[src/rtl/trivium_decrypt.sv]
// Trivium stream-cipher byte decryptor.
// Warm-up after key/IV load, then XORs 8 keystream bits per ciphertext byte.
module trivium_decrypt #(
    parameter int INIT_ROUNDS = 1152
) (
    input  logic        clk,
    input  logic        rst,
    input  logic        start,
    input  logic [79:0] key,
    input  logic [79:0] iv,
    output logic        busy,
    input  logic        ct_valid,
    output logic        ct_ready,
    input  logic [7:0]  ct_data,
    output logic        pt_valid,
    input  logic        pt_ready,
    output logic [7:0]  pt_data
);

    localparam logic [2:0] IDLE  = 3'd0;
    localparam logic [2:0] INIT  = 3'd1;
    localparam logic [2:0] READY = 3'd2;
    localparam logic [2:0] SHIFT = 3'd3;
    localparam logic [2:0] OUT   = 3'd4;

    localparam logic [10:0] LAST_INIT = 11'(INIT_ROUNDS - 1);
    localparam logic [10:0] LAST_BIT  = 11'd7;

    // r_s[i-1] holds cipher state bit s(i)
    logic [287:0] r_s;
    logic [2:0]   r_state;
    logic [10:0]  r_cnt;
    logic [7:0]   r_ct;
    logic [7:0]   r_pt;

    logic [287:0] w_load;
    logic [287:0] w_next;
    logic         w_t1;
    logic         w_t2;
    logic         w_t3;
    logic         w_n1;
    logic         w_n2;
    logic         w_n3;
    logic         w_z;

    assign w_load = {3'b111, 112'd0, iv, 13'd0, key};

    // One Trivium round: keystream bit and the advanced state
    always_comb begin
        w_t1   = r_s[65] ^ r_s[92];
        w_t2   = r_s[161] ^ r_s[176];
        w_t3   = r_s[242] ^ r_s[287];
        w_z    = w_t1 ^ w_t2 ^ w_t3;
        w_n1   = w_t1 ^ (r_s[90] & r_s[91]) ^ r_s[170];
        w_n2   = w_t2 ^ (r_s[174] & r_s[175]) ^ r_s[263];
        w_n3   = w_t3 ^ (r_s[285] & r_s[286]) ^ r_s[68];
        w_next = {r_s[286:177], w_n2,
                  r_s[175:93], w_n1,
                  r_s[91:0], w_n3};
    end

    // Control FSM, state advance only in INIT and SHIFT
    always_ff @(posedge clk or posedge rst) begin
        if (rst) begin
            r_state <= IDLE;
            r_s     <= '0;
            r_cnt   <= '0;
            r_ct    <= '0;
            r_pt    <= '0;
        end else begin
            case (r_state)
                IDLE: begin
                    if (start) begin
                        r_s     <= w_load;
                        r_cnt   <= '0;
                        r_state <= INIT;
                    end
                end
                INIT: begin
                    r_s <= w_next;
                    if (r_cnt == LAST_INIT) begin
                        r_cnt   <= '0;
                        r_state <= READY;
                    end else begin
                        r_cnt <= r_cnt + 11'd1;
                    end
                end
                READY: begin
                    if (start) begin
                        r_s     <= w_load;
                        r_cnt   <= '0;
                        r_state <= INIT;
                    end else if (ct_valid) begin
                        r_ct    <= ct_data;
                        r_cnt   <= '0;
                        r_state <= SHIFT;
                    end
                end
                SHIFT: begin
                    r_s  <= w_next;
                    r_ct <= {1'b0, r_ct[7:1]};
                    r_pt <= {r_ct[0] ^ w_z, r_pt[7:1]};
                    if (r_cnt == LAST_BIT) begin
                        r_cnt   <= '0;
                        r_state <= OUT;
                    end else begin
                        r_cnt <= r_cnt + 11'd1;
                    end
                end
                OUT: begin
                    if (pt_ready) begin
                        r_state <= READY;
                    end
                end
                default: r_state <= IDLE;
            endcase
        end
    end

    // start wins over a byte offered in the same READY cycle
    assign busy     = (r_state == INIT);
    assign ct_ready = (r_state == READY) && !start;
    assign pt_valid = (r_state == OUT);
    assign pt_data  = r_pt;

endmodule

[config.mk]
export PLATFORM = sky130hd
export DESIGN_NAME = trivium_decrypt
export DESIGN_NICKNAME = d
export VERILOG_FILES = /design/src/rtl/trivium_decrypt.sv
export SDC_FILE = /design/constraint.sdc
export NUM_CORES = 1
export LEC_CHECK = 0
export CAP_MARGIN = 20
export CORE_MARGIN = 3
export CORE_UTILIZATION = 30
export DETAILED_ROUTE_END_ITERATION = 16
export PLACE_DENSITY = 0.45
export SLEW_MARGIN = 20
export SYNTH_ARGS = -nofsm -noshare
export SYNTH_HDL_FRONTEND = slang
export SYNTH_SLANG_ARGS = --single-unit
[constraint.sdc]
create_clock -name clk -period 18 [get_ports clk]
set_clock_uncertainty 0.15 [all_clocks]
set_input_delay 5.4 -clock clk [delete_from_list [all_inputs] [get_ports clk]]
set_output_delay 5.4 -clock clk [all_outputs]
set_load 0.01 [all_outputs]
== After elaboration in Yosys (flattened, before gate mapping) ==
Cells that the tools add are included.

* Bitwise gates (word level): 15
* Reductions and logical operators: 12
* Mux-type cells: 18
* Equality and inequality tests: 14
* $add $sub $neg: 1

{| class="wikitable"
|+ Operator list
! kind !! number
|-
| 288-bit one-hot mux with 2 select lines || 1
|-
| 288-bit two-way mux || 1
|-
| 11-bit two-way mux || 5
|-
| 11-bit one-hot mux with 4 select lines || 1
|-
| 3-bit two-way mux || 6
|-
| 8-bit two-way mux || 2
|-
| 8-bit one-hot mux with 2 select lines || 1
|-
| 3-bit one-hot mux with 5 select lines || 1
|-
| 1-bit XOR || 12
|-
| 11-bit by 1-bit adder with 11-bit output, second input constant || 1
|-
| 11-bit equality test, second input constant || 1
|-
| 11-bit by 3-bit equality test with 1-bit output, second input constant || 1
|-
| 2-bit != test, second input constant || 4
|-
| 3-bit by 2-bit equality test with 1-bit output, second input constant || 2
|-
| 2-bit by 1-bit != test with 1-bit output, second input constant || 3
|-
| 3-bit AND reduction || 2
|-
| 5-bit AND reduction || 1
|-
| 2-bit nonzero test || 2
|-
| 4-bit nonzero test || 1
|-
| 2-bit OR reduction || 2
|-
| 1-bit AND || 3
|-
| 3-bit by 1-bit equality test with 1-bit output, second input constant || 1
|-
| 3-bit equality test, second input constant || 1
|-
| 3-bit zero test || 1
|-
| 4 further kinds || 4
|}

* Word-level logic and storage cells: 65
* Bits in registers: 318
* Output and inout bits: 11
* Bits of input ports: 173

== Longest topological paths before layout ==
Gate-level depths: netlist of the first run.

* Depth after elaboration: 4
* Depth in mapped cells: 8
* Mapped depth without buffers: 6

== Worst setup path before layout of the first run ==
OpenSTA, ideal clock, no wires.

* Path type: input to output
* Start: input start
* End: output ct_ready
* Data arrival time: 6.248 ns
* Required time: 12.450 ns
* Setup slack: 6.202 ns
* Cell stages on the path: 4
* Buffers on the path: 3
* Cells stage by stage: buf_2 clkbuf_1 clkbuf_1 nor3_1

* Longest elaborated chain between the ends: 2

{| class="wikitable"
|+ RTL lines
! what !! RTL line !! source
|-
| from (decl) || 8 || <nowiki>input logic start,</nowiki>
|-
| 1-bit zero test || 122 || <nowiki>assign ct_ready = (r_state == READY) && !start;</nowiki>
|-
| 1-bit logical AND || 122 ||
|-
| to (decl) || 13 || <nowiki>output logic ct_ready,</nowiki>
|}

No other way between the ends.

== Worst setup path after layout of the first run ==
Same ends and word-level chain as after synthesis.

==> results of run 1 <==
## flip-flops by register name, indices dropped and copies added, names as in the netlist
name	flops
r_cnt	11
r_s	288
r_ct	8
pt_data	8
r_state	3
## synthesized netlist by cell type (2+ instances only)
master,n,area (um2)
nand2b_1,3,18.8
and2_1,114,713
nor3_1,6,30.0
inv_1,2,7.51
nand2_1,139,522
o21ai_0,12,60.1
mux2_1,8,90.1
dfrtp_1,318,7960
a31o_1,2,17.5
nand4_1,3,18.8
a21oi_1,46,230
a22oi_1,45,338
o22a_1,3,26.3
nor2b_1,49,307
a31oi_1,116,726
buf_4,2,15.0
clkbuf_1,73,274
a22o_1,128,1120
nand3_1,4,20.0
buf_1,3,11.3
nor2_1,9,33.8
buf_6,12,135
buf_2,33,165
nand3b_1,2,15.0
mux2i_1,9,90.1
xnor2_1,12,105
o21ai_1,165,826
## metrics by stage
step                      instances  hold WS [ps]  total power, uW  worst slack [ps]  utilization, %
final                          2080           323             2510              6170            38.2
after CTS                      2079           327             2560              6180            38.2
after global routing           2079           349             2690              6150            38.2
after global placement         2012           308             1730              6160            35.3
after detailed placement       2012           317             1740              6180            35.3
after floorplan                1337           297             1570              3650               -
## layer usage
metal	up-vias	GRT usage [%]
met1	5300	21.6
met3	52	2.93
met2	191	23.1
met5	-	0
met4	4	4.00
li1	5056	-
## tightest hold or removal path: cells and delay by family, from the launching register on
family	cells	cell delay, ps
AOI/OAI and AO/OA	1	60
and+or+nand+nor	1	50
DFF	1	330
## how the worst max path moves through the flow
stage | endpoint | start | cells after the start | slack (ps)
floorplan | pt_data[0] | rst | 1 | 3650
global route | ct_ready | start | 3 | 6150
global placement | ct_ready | start | 3 | 6160
CTS | ct_ready | start | 3 | 6180
detailed placement | ct_ready | start | 3 | 6180
finish | ct_ready | start | 3 | 6170
## power breakdown
group          leakage [uW]  switching, uW  internal [uW]
Clock              0.000651            306            482
Sequential          0.00405            162            986
Combinational       0.00271            246            331
Total               0.00741            713           1800
## cell type report
class	count	area share (%)
Antenna cell	1	0.0143
Clock buffer	61	7.27
Clock inverter	6	0.186
Inverter	3	0.122
Multi-Input combinational cell	893	31.4
Sequential cell	318	45.6
Tap cell	600	4.30
Timing Repair Buffer	198	11.2
## logic make-up after synthesis
family / Yosys count / share of synthesized area (%)
XOR/XNOR: 12 / 0.748
AND/OR/NAND/NOR: 339 / 12.6
AO/OA/AOI/OAI: 524 / 24.3
buffers and inverters: 126 / 4.36
multiplexers: 17 / 1.28
adder cells (fa/ha/maj): 1 / 0.0891
flip-flops: 318 / 56.7
==> results.cfg, run 1 <==
[logic_synthesis]
synth_warnings = 0
synth_ff_type = dfrtp_1
syn-num-nets = 1511
synth_cell_types = 46
avgSynthCellArea_um2 = 10.5
synth_area_um2 = 14000
synth-seq-cells = 318
ys_seq_area_share_pct = 56.7
postSynth.asyncResetShare_pct = 100
syn_inst = 1337
synth-edff-count = 0

[cts]
clk_pin_slew_ps = 50
clock_path_buffers = 3
cts_tree = built
cts_made_buffers = 39
post-cts-setup-buffers = 0
root_buffer = clkbuf_16
cts_resized = 0
clk-insertion-delay-late_ps = 540
cts_hold_buffers = 0
cts_htree_levels = 2
clock-sinks = 318

[timing]
slew-limit-headroom_pct = 31.1
finalHoldViolCount = 0
clock.fmax_mhz = 84.6
timing.final.crit_share_pct = 65.7
rsz0062_at_grt = false
setup_viol = 0
setup-tns-final_ps = 0
slew_viol_final = 0
tightest_slew_ps = 1030
fin_crit_ps = 11830

[routing]
wl_met2_mm = 16.7
wl_met3_mm = 1.71
wl_per_cell_um = 18.1
drc_errors = 0
vias = 10600
drt_wl_total_mm = 37.5
dr.max_layer_used = met5
vias_per_cell = 5.10
dr.pass1.iters = 5
drt_iter0_drc = 777
wl_met1_mm = 18.5
detail-route-antenna-nets = 0

[worst_setup_path]
critPathBufInv = 2
rr_endpoint = r_s[253]
worstPathRequired_ps = 12450
worstSetupEndpointType = output port
crit_chain = buf_4 -> nor3_1 -> clkdlybuf4s50_1
rrSetupSlack_ps = 14310
worst_path_max_delay_cell = clkdlybuf4s50_1
critical_path.top_delay_family = buffers and inverters
worstReg2RegStart = r_state[2]
crit_arrival_ps = 6280
critPathMaxFanout = 3
slowest_delay_ps = 580
crit_type = in -> out
setup.worst_path.start_class = primary input
rr_worst_depth = 4

[global_route]
grt_pass1_vias = 10800
grt_pass1_wl_mm = 61.3
antenna_found_initial = 3
grt_max_degree = 102
grt_usage_pct = 15.0
grt.overflow.total = 0

[floorplan]
die_h_um = 222
core_area_um2 = 45800
die-area_um2 = 49400
io_pins = 184
rows = 78
initial_core_util_pct = 30.7
die-width_um = 222

[pwr]
power_density_nw_per_um2 = 144
peakVddDrop_mv = 0.0674
power_leakage_uw = 0.00741

[placed_design]
gp_congestion = 0.720
port_buffers = 183
dpl.hpwl_mm = 21.4
placed_cell_area_um2 = 16200

[cells_and_area]
drive_gt1_share_pct = 6.42
final_cell_mix = dfrtp_1, clkdlybuf4s50_1, o21ai_1
fillers = 4532
area_growth_pct = 24.4
seqCellArea_um2 = 7970
final_common_cell = dfrtp_1
layout.nets = 1627
multi_input_area_um2 = 5480
final_area_um2 = 17500

[status]
outcome = completed

[flow_run]
maxCapViolations = 0

[hold_path]
holdPathStages = 2
worstHoldStart = r_s[60]
hp-class = reg -> reg
hold-path-endpoint = r_s[60]
Power figures use the tool's default switching activity.
==> run 2, diff against run 1 <==
- PLACE_DENSITY: 0.45 -> 0.46
- clock period: 18 -> 10.15 ns (I/O delays scaled with it)
==> results.cfg, run 2 (synthesis results as in run 1) <==
[status]
outcome = completed

[cells_and_area]
largest_register_ffs = 288
final_common_cell = dfrtp_1
fillers = 4554
top_register = r_s
layout.nets = 1625
drive_gt1_share_pct = 6.07
diodes = 0
area_growth_pct = 24.4
final_cell_mix = dfrtp_1, clkdlybuf4s50_1, o21ai_1
top_regs = r_s x288, r_cnt x11

[global_route]
grt.overflow.total = 0
grt_usage_pct = 14.5
antenna_found_initial = 1
grt_pass1_vias = 10900
grt_pass1_wl_mm = 60.1
grt_max_degree = 165

[routing]
wl_per_cell_um = 17.3
vias_per_cell = 5.09
dr.pass1.iters = 5
vias = 10600
detail-route-antenna-nets = 0
drt_wl_total_mm = 36.1
drc_errors = 0
drt_iter0_drc = 892

[timing]
setup-tns-final_ps = 0
rsz0062_at_grt = false
slew_viol_final = 0
tightest_slew_ps = 982
setup_viol = 0
timing.final.crit_share_pct = 72.0
slew-limit-headroom_pct = 34.5
fin_crit_ps = 7310
finalHoldViolCount = 0
clock.fmax_mhz = 137
hold_slack_ps = 324

[pwr]
combPwrFrac_pct = 22.9
netSwitchingPower_uw = 1260
power_density_nw_per_um2 = 254
sw_frac_of_total_pct = 28.5
p_seq_share_pct = 45.9
p_clk_share_pct = 31.2
peakVddDrop_mv = 0.127
internal-power_uw = 3170
power_leakage_uw = 0.00739

[hold_path]
worstHoldStart = r_s[128]
hp-class = reg -> reg

[floorplan]
die_h_um = 222
die-width_um = 222
die-area_um2 = 49400
io_pins = 184
rows = 78
initial_core_util_pct = 30.7
core_area_um2 = 45800

[worst_setup_path]
crit_type = in -> out
worstSetupEndpointType = output port
worstReg2RegStart = r_state[0]
critPathMaxFanout = 6
setup.worst_path.start_class = primary input
crit_arrival_ps = 4120
worstSetupStartpoint = start
worstPathRequired_ps = 6960

[cts]
cts_made_buffers = 39
clock_path_buffers = 3
post-cts-setup-buffers = 0
cts_hold_buffers = 0
clk-insertion-delay-late_ps = 540
clock-sinks = 318
cts_tree = built
root_buffer = clkbuf_16
cts_resized = 0
clk_pin_slew_ps = 50
cts_htree_levels = 2

[placed_design]
gp_congestion = 0.728
port_buffers = 183
dpl.hpwl_mm = 20.1

[flow_run]
maxCapViolations = 0
==> run 2: final timing paths <==
check,end,slack (ps),cells past startpoint
hold reg to reg,r_s[128],320,2
setup / recovery,ct_ready,2840,3
max in group asynchronous,r_s[21],5710,3
setup reg to reg,r_s[251],5760,6
hold / removal,r_s[128],320,2
min in group asynchronous,r_s[107],2830,2
==> run 2: worst max-delay path, stage by stage <==
cell and delay [ps]:
buf_4 140, nor3_1 310, clkdlybuf4s50_1 610
==> run 2: stage by stage <==
step                      util, %  total power [uW]  cell area (um2)  setup slack, ps  instances
after CTS                    38.1              4510            17400             2820       2081
final                        38.2              4430            17500             2840       2082
after detailed placement     35.3              3080            16200             2820       2009
after global routing         38.2              4760            17500             2810       2082
after global placement       35.3              3050            16200             2810       2009
after floorplan                 -              2780            14000             2720       1337
==> run 2: power groups by stage <==
stage               combinational (uW)  clock (uW)  sequential [uW]
floorplan                          805           0             1970
global placement                  1010           0             2040
detailed placement                1020           0             2050
CTS                               1040        1440             2040
global route                      1160        1500             2100
finish                            1020        1390             2030
==> run 2: per-layer routing <==
layer / wire, um / track usage [%] / vias up
met4: 570 / 3.32 / 2
met2: 16200 / 22.4 / 180
met5: 13 / 0 / -
met3: 1440 / 2.88 / 44
li1: - / - / 5052
met1: 17900 / 21.2 / 5328
==> run 2: cell type report <==
| class | instances | area, um2 | share of cell area [%] |
|---|---|---|---|
| sequential | 318 | 7970 | 45.6 |
| multi-input combinational | 893 | 5480 | 31.4 |
| timing repair buffer | 196 | 1980 | 11.3 |
| clock buffer | 56 | 1100 | 6.30 |
| tap | 600 | 751 | 4.30 |
| clock inverter | 16 | 173 | 0.989 |
| inverter | 3 | 17.5 | 0.100 |
==> run 3, diff against run 2 <==
- clock period: 10.15 -> 6.7 ns (I/O delays scaled with it)
==> results.cfg, run 3 (synthesis results as in run 1) <==
[cts]
cts_made_buffers = 38
cts_resized = 0
cts_hold_buffers = 0
clock-sinks = 318
root_buffer = clkbuf_16
post-cts-setup-buffers = 0
clk-insertion-delay-late_ps = 540
cts_htree_levels = 2
cts_tree = built
clk_pin_slew_ps = 60
clock_path_buffers = 3

[cells_and_area]
final_common_cell = dfrtp_1
diodes = 0
area_growth_pct = 24.5
largest_register_ffs = 288
top_register = r_s
top_regs = r_s x288, r_cnt x11
final_cell_mix = dfrtp_1, clkdlybuf4s50_1, o21ai_1
fillers = 4546
drive_gt1_share_pct = 6.22
layout.nets = 1627

[timing]
hold_slack_ps = 323
timing.final.crit_share_pct = 77.5
setup_viol = 0
slew_viol_final = 0
slew-limit-headroom_pct = 34.1
finalHoldViolCount = 0
setup-tns-final_ps = 0
fin_crit_ps = 5190
clock.fmax_mhz = 193
tightest_slew_ps = 988
rsz0062_at_grt = false

[pwr]
netSwitchingPower_uw = 1890
power_density_nw_per_um2 = 383
p_clk_share_pct = 31.0
power_leakage_uw = 0.00741
p_seq_share_pct = 45.9
peakVddDrop_mv = 0.168
combPwrFrac_pct = 23.1
sw_frac_of_total_pct = 28.3
internal-power_uw = 4810

[global_route]
grt_max_degree = 186
antenna_found_initial = 0
grt_pass1_vias = 10800
grt_pass1_wl_mm = 60.2
grt_usage_pct = 14.6
grt.overflow.total = 0

[placed_design]
gp_congestion = 0.728
port_buffers = 183
dpl.hpwl_mm = 20.6

[floorplan]
core_area_um2 = 45800
io_pins = 184
initial_core_util_pct = 30.7
die-area_um2 = 49400
die_h_um = 222
rows = 78
die-width_um = 222

[worst_setup_path]
crit_arrival_ps = 3030
worstPathRequired_ps = 4540
critPathMaxFanout = 27
setup.worst_path.start_class = primary input
crit_type = in -> out
worstSetupEndpointType = output port

[routing]
drt_iter0_drc = 954
wl_per_cell_um = 17.6
detail-route-antenna-nets = 0
dr.pass1.iters = 4
vias = 10600
vias_per_cell = 5.07
drc_errors = 0
drt_wl_total_mm = 36.6

[flow_run]
maxCapViolations = 0

[hold_path]
hp-class = reg -> reg

[status]
outcome = completed
## run 3: final timing paths
path / slack [ps] / cells past startpoint / start / to
worst min register to register: 320 / 2 / r_s[104] / r_s[104]
worst max register to register: 3630 / 5 / r_state[0] / r_s[267]
worst max-delay path: 1510 / 3 / start / ct_ready
max in group asynchronous: 3720 / 3 / rst / r_s[225]
worst min-delay path: 320 / 2 / r_s[104] / r_s[104]
min in group asynchronous: 1710 / 2 / rst / r_s[98]
## run 3: final cells by class
| cell class | count | area (um2) | area share, % |
|---|---|---|---|
| Sequential cell | 318 | 7970 | 45.5 |
| Multi-Input combinational cell | 893 | 5480 | 31.4 |
| Timing Repair Buffer | 199 | 2010 | 11.5 |
| Clock buffer | 57 | 1150 | 6.60 |
| Tap cell | 600 | 751 | 4.29 |
| Clock inverter | 10 | 106 | 0.608 |
| Inverter | 3 | 17.5 | 0.100 |
## run 3: critical path, cell delays in order
cell             delay (ps)
buf_4                   210
nor3_1                  210
clkdlybuf4s50_1         580
## run 3: power groups by stage
stage	Sequential, uW	Combinational, uW	Clock, uW
2_1_floorplan	2990	1220	0
3_3_place_gp	3090	1530	0
3_5_place_dp	3100	1570	0
4_1_cts	3080	1580	2160
5_1_grt	3180	1770	2240
6_report	3070	1550	2080
## run 3: stage by stage
stage	utilization [%]	instance area [um2]	instances	power (uW)	setup WS (ps)
final	38.2	17500	2080	6700	1510
after global routing	38.2	17500	2080	7190	1470
after CTS	38.2	17500	2080	6820	1500
after detailed placement	35.5	16200	2013	4670	1500
after global placement	35.5	16200	2013	4620	1480
after floorplan	-	14000	1337	4210	301
## run 3: per-layer routing
metal  share of wire [%]  GRT usage (%)  vias to the layer above
li1                    -              -                     5052
met1                  49           21.2                     5271
met2                  45           22.8                      196
met3                 4.5           3.00                       34
met4                 1.3           2.93                        0
met5                   0              0                        -
